$ cat config.mk
export PLATFORM = sky130hd
export DESIGN_NAME = cdb_arbiter
export DESIGN_NICKNAME = d
export VERILOG_FILES = /design/src/rtl/cdb_pkg.sv /design/src/rtl/cdb_result_queue.sv /design/src/rtl/cdb_arbiter.sv
export SDC_FILE = /design/constraint.sdc
export NUM_CORES = 1
export LEC_CHECK = 0
export ABC_CLOCK_PERIOD_IN_PS = 6080
export CAP_MARGIN = 20
export CORE_ASPECT_RATIO = 1.5
export CORE_MARGIN = 5
export CORE_UTILIZATION = 65
export CTS_CLUSTER_SIZE = 8
export DETAILED_ROUTE_END_ITERATION = 8
export DONT_BUFFER_PORTS = 1
export GPL_TIMING_DRIVEN = 0
export PLACE_DENSITY = 0.83
export SLEW_MARGIN = 10
export SYNTH_ARGS = -nofsm -noshare
export SYNTH_HDL_FRONTEND = slang
export SYNTH_HIERARCHICAL = 1
export SYNTH_SLANG_ARGS = --single-unit
$ cat constraint.sdc
create_clock -name clk_in -period 6.08 [get_ports clk_in]
set_input_delay 0.608 -clock clk_in [delete_from_list [all_inputs] [get_ports clk_in]]
set_output_delay 0.608 -clock clk_in [all_outputs]
set_load 0.02 [all_outputs]
$ cat src/rtl/cdb_pkg.sv
// rtl/cdb_pkg.sv - shared types and sizes for the CDB arbiter (CDB_BYPASS_EN selects same-cycle bypass)
package cdb_pkg;

    localparam int RoB_WIDTH   = 3;
    localparam int QUEUE_AW    = 2;
    localparam int QUEUE_DEPTH = 1 << QUEUE_AW;

    typedef struct packed {
        logic [RoB_WIDTH-1:0] index;
        logic [31:0]          data;
    } cdb_entry_t;

    typedef enum logic {
        GRANT_LSB = 1'b0,
        GRANT_RS  = 1'b1
    } grant_t;

endpackage

$ cat src/rtl/cdb_result_queue.sv
// rtl/cdb_result_queue.sv - per-source circular result FIFO feeding the CDB arbiter
module cdb_result_queue
    import cdb_pkg::*;
(
    input  logic       clk,
    input  logic       resetn,
    input  logic       flush,
    input  logic       push,
    input  cdb_entry_t push_entry,
    input  logic       pop,
    output cdb_entry_t head,
    output logic       empty,
    output logic       full
);

    cdb_entry_t             mem [QUEUE_DEPTH];
    logic [QUEUE_AW-1:0]    rd_ptr;
    logic [QUEUE_AW-1:0]    wr_ptr;
    logic [QUEUE_AW:0]      count;
    logic                   do_push;
    logic                   do_pop;

    // A push into a full queue is dropped even when a pop frees a slot this cycle.
    assign do_push = push && !full;
    assign do_pop  = pop && !empty;

    always_ff @(posedge clk) begin
        if (!resetn || flush) begin
            rd_ptr <= '0;
            wr_ptr <= '0;
            count  <= '0;
        end else begin
            if (do_push) wr_ptr <= wr_ptr + 1'b1;
            if (do_pop)  rd_ptr <= rd_ptr + 1'b1;
            count <= count + {{QUEUE_AW{1'b0}}, do_push} - {{QUEUE_AW{1'b0}}, do_pop};
        end
    end

    always_ff @(posedge clk) begin
        if (resetn && !flush && do_push) mem[wr_ptr] <= push_entry;
    end

    assign head  = mem[rd_ptr];
    assign empty = (count == '0);
    assign full  = (count == (QUEUE_AW+1)'(QUEUE_DEPTH));

endmodule

$ cat src/rtl/cdb_arbiter.sv
// rtl/cdb_arbiter.sv - round-robin buffered arbiter onto the CDB; CDB_BYPASS_EN enables zero-latency bypass
module cdb_arbiter
    import cdb_pkg::*;
(
    input  logic                 clk_in,
    input  logic                 rst_n_in,
    input  logic                 rdy_in,
    input  logic                 flush_in,
    input  logic                 LSB_update_en,
    input  logic [RoB_WIDTH-1:0] LSB_update_index,
    input  logic [31:0]          LSB_update_data,
    output logic                 LSB_full,
    input  logic                 RS_update_en,
    input  logic [RoB_WIDTH-1:0] RS_update_index,
    input  logic [31:0]          RS_update_data,
    output logic                 RS_full,
    output logic                 cdb_en,
    output logic [RoB_WIDTH-1:0] cdb_index,
    output logic [31:0]          cdb_data
);

    cdb_entry_t lsb_in, rs_in, lsb_head, rs_head, win_entry;
    logic       lsb_empty, rs_empty;
    logic       lsb_byp, rs_byp;
    logic       lsb_cand, rs_cand;
    logic       grant_rs, grant_lsb, grant_any;
    logic       lsb_push, rs_push, lsb_pop, rs_pop;
    logic       active;
    grant_t     last_grant;

    assign lsb_in = '{index: LSB_update_index, data: LSB_update_data};
    assign rs_in  = '{index: RS_update_index,  data: RS_update_data};
    assign active = rst_n_in && !flush_in && rdy_in;

`ifdef CDB_BYPASS_EN
    assign lsb_byp = lsb_empty && LSB_update_en;
    assign rs_byp  = rs_empty && RS_update_en;
`else
    assign lsb_byp = 1'b0;
    assign rs_byp  = 1'b0;
`endif

    assign lsb_cand = !lsb_empty || lsb_byp;
    assign rs_cand  = !rs_empty || rs_byp;

    // On a tie the source that did not win last time gets the bus.
    assign grant_rs  = rs_cand && (!lsb_cand || last_grant == GRANT_LSB);
    assign grant_lsb = lsb_cand && !grant_rs;
    assign grant_any = active && (lsb_cand || rs_cand);

    assign lsb_pop  = grant_any && grant_lsb && !lsb_empty;
    assign rs_pop   = grant_any && grant_rs && !rs_empty;
    // A bypassed result is consumed on the bus and must not also be queued.
    assign lsb_push = active && LSB_update_en && !(grant_any && grant_lsb && lsb_empty);
    assign rs_push  = active && RS_update_en && !(grant_any && grant_rs && rs_empty);

    assign win_entry = grant_rs ? (rs_empty ? rs_in : rs_head)
                                : (lsb_empty ? lsb_in : lsb_head);

    assign cdb_en    = grant_any;
    assign cdb_index = grant_any ? win_entry.index : '0;
    assign cdb_data  = grant_any ? win_entry.data : '0;

    always_ff @(posedge clk_in) begin
        if (!rst_n_in || flush_in) begin
            last_grant <= GRANT_LSB;
        end else if (grant_any) begin
            last_grant <= grant_rs ? GRANT_RS : GRANT_LSB;
        end
    end

    cdb_result_queue u_lsb_queue (
        .clk        (clk_in),
        .resetn     (rst_n_in),
        .flush      (flush_in),
        .push       (lsb_push),
        .push_entry (lsb_in),
        .pop        (lsb_pop),
        .head       (lsb_head),
        .empty      (lsb_empty),
        .full       (LSB_full)
    );

    cdb_result_queue u_rs_queue (
        .clk        (clk_in),
        .resetn     (rst_n_in),
        .flush      (flush_in),
        .push       (rs_push),
        .push_entry (rs_in),
        .pop        (rs_pop),
        .head       (rs_head),
        .empty      (rs_empty),
        .full       (RS_full)
    );

endmodule
==> metrics.txt <==
chip width between 100 and 150 um; Gate Count Post-Synth just over 600; final number of hold-violating endpoints 0; synthesized area per cell between 20 and 25 sq um; P&R area growth vs syn 13.00%; cell area after synthesis 12,230 sq um; commonest non-fill, non-tap cells in the layout edfxtp_1, mux4_2, clkbuf_16; Setup Fix Bufs, Post-CTS 0; port buffer count 0; Primary FF master, synth edfxtp_1; antenna-violating nets left 0; fmax a little under 300 MHz; die height about 180 um; Reg clk slew, reported paths about 0.05 ns; H-Tree Depth 2; fin crit period 3.427 ns; Placement Rows 61; max_slew headroom 0.3393; Area after DPL 12,630 sq um; gr ovfl total 0; Yosys reg bits around 300; vias 5,946; fin area roughly 14,000 sq um; Crit. End Element output pin; final WL roughly 25,000 um; Placer Congestion around 0.79; Via density 6.421; setup TNS 0 ns; number of synthesized flops with an enable pin 280; vias in the first global route between 6,000 and 7,000; clock sinks roughly 300; first-pass GRT wire length 38,570 um; final core utilization 0.7454; syn_nets ~700; full die area between 20,000 and 25,000 sq um; hpwl dp between 15,000 and 20,000 um; Final Max Slew Viols 0; total of max-cap violations 0; FF-to-FF setup slack about 2.7 ns; most common cell after layout, fill and taps aside edfxtp_1; Crit Path Max Fanout 10; CP startpoint kind flip-flop; Root Buffer Master clkbuf_16; cts bufs inserted 43; Nets between 700 and 800; status finished clean; DR WL/cell 27.08 um; All-Layer GR Usage 0.2414; P_leak 0.004546 uW; fraction of registers with async set/reset 0; clock latency on the worst-skew pair between 0.5 and 0.6 ns; 1st-iter DRT viols 450; Distinct cells, synth between 40 and 50; largest net degree at the start of global routing 36; CP arrival between 2 and 3 ns; core area approximately 19,000 sq um; initial antenna violation count 0; Hold Crit Class input pin to flip-flop; clk buf depth 3; fraction of layout cells with a size suffix above 1 0.2893; Initial Utilization 0.6597; Initial DRT Pass Iterations 5; CP required about 5.5 ns; ANT cells 0; CTS tree yes; hold_sp RS_update_data[13]; Yosys Warn Count 6; Slew @ Worst Pin 0.9910 ns; critical path class flip-flop to output pin; Remaining DRCs 0; post-cts sizing count 0; RSZ-0062 raised after global routing no; sequential share of the synthesized area 0.7183; CTS hold repair buffers 0; IO Count about 110; Layout Skew about 0.011 ns; fin crit share 0.5637; worst flop-to-flop path startpoint u_lsb_queue/count[1]; final setup fails 0; Pwr Total ~4400 uW; Power Density 317.5 nW/um^2; Max IR drop VDD between 200 and 300 uV
kinds of logic after synthesis:
group | share of synthesized area
AOI/OAI and AO/OA | 0.04254
buffers and inverters | 0.02485
and+or+nand+nor | 0.03835
xor gates and xnor gates | 0.002863
DFF | 0.7183
muxes | 0.1575
adders and majority gates | 0.01554
registers in the layout (all words and copies together), names as in the netlist, named ones only:
| register | flops |
|---|---|
| u_rs_queue/count | 3 |
| u_lsb_queue/count | 3 |
| u_rs_queue/rd_ptr | 2 |
| u_rs_queue/wr_ptr | 2 |
| u_lsb_queue/rd_ptr | 2 |
| last_grant | 1 |
| u_rs_queue/mem | 140 |
| u_lsb_queue/wr_ptr | 2 |
| u_lsb_queue/mem | 140 |
synthesized netlist by cell type (6+ instances only):
cell	number	area (sq um)
a211oi_2	29	362.9
nor3_1	35	175.2
o21ai_0	6	30.03
mux4_2	70	1577
a211oi_1	6	45.04
buf_6	8	90.09
edfxtp_1	280	8408
inv_1	18	67.56
dfxtp_1	19	380.4
ha_1	12	150.1
mux2i_1	35	350.3
buf_2	14	70.07
critical path, stage by stage, from the launching register on:
cell	delay [ns]
dfxtp_1	0.33
clkbuf_2	0.24
buf_1	0.50
mux4_2	0.32
mux2i_1	0.11
a211oi_1	0.82
routing by layer:
layer	track usage	vias up	wire length (um)
met1	0.2887	3042	8686
met3	0.07360	57	2298
met4	0.08972	0	910
li1	-	2585	-
met2	0.4144	262	13180
met5	0	-	0
final timing paths:
| kind | endpoint | depth (start not counted) |
|---|---|---|
| max | cdb_data[31] | 5 |
| min reg2reg | flip-flop | 2 |
| min | u_rs_queue/mem[0][13] | 0 |
| max reg2reg | u_rs_queue/count[2] | 15 |
through the flow:
| step | cells | setup slack, ns | hold slack, ns |
|---|---|---|---|
| floorplan | 609 | 3.251 | 0.4591 |
| global placement | 861 | 2.866 | 0.4689 |
| detailed placement | 865 | 2.907 | 0.4819 |
| CTS | 926 | 2.635 | 0.1845 |
| global route | 926 | 2.480 | 0.1842 |
| finish | 926 | 2.653 | 0.1945 |
power breakdown:
group	switching, uW	internal (uW)	total, uW
clock network	766	1320	2090
logic	27.4	14.7	42.0
registers	1.34	2260	2260
total	794	3600	4390
final cells by class:
| class | count | area, sq um |
|---|---|---|
| tap | 252 | 315.3 |
| buffer | 36 | 232.7 |
| clock buffer | 60 | 1182 |
| clock inverter | 1 | 7.507 |
| fill | 1041 | 4722 |
| sequential | 299 | 8788 |
| inverter | 19 | 71.32 |
| timing repair buffer | 4 | 80.08 |
| multi-input combinational | 255 | 3147 |
No activity file was read; power rests on OpenSTA's default activity.
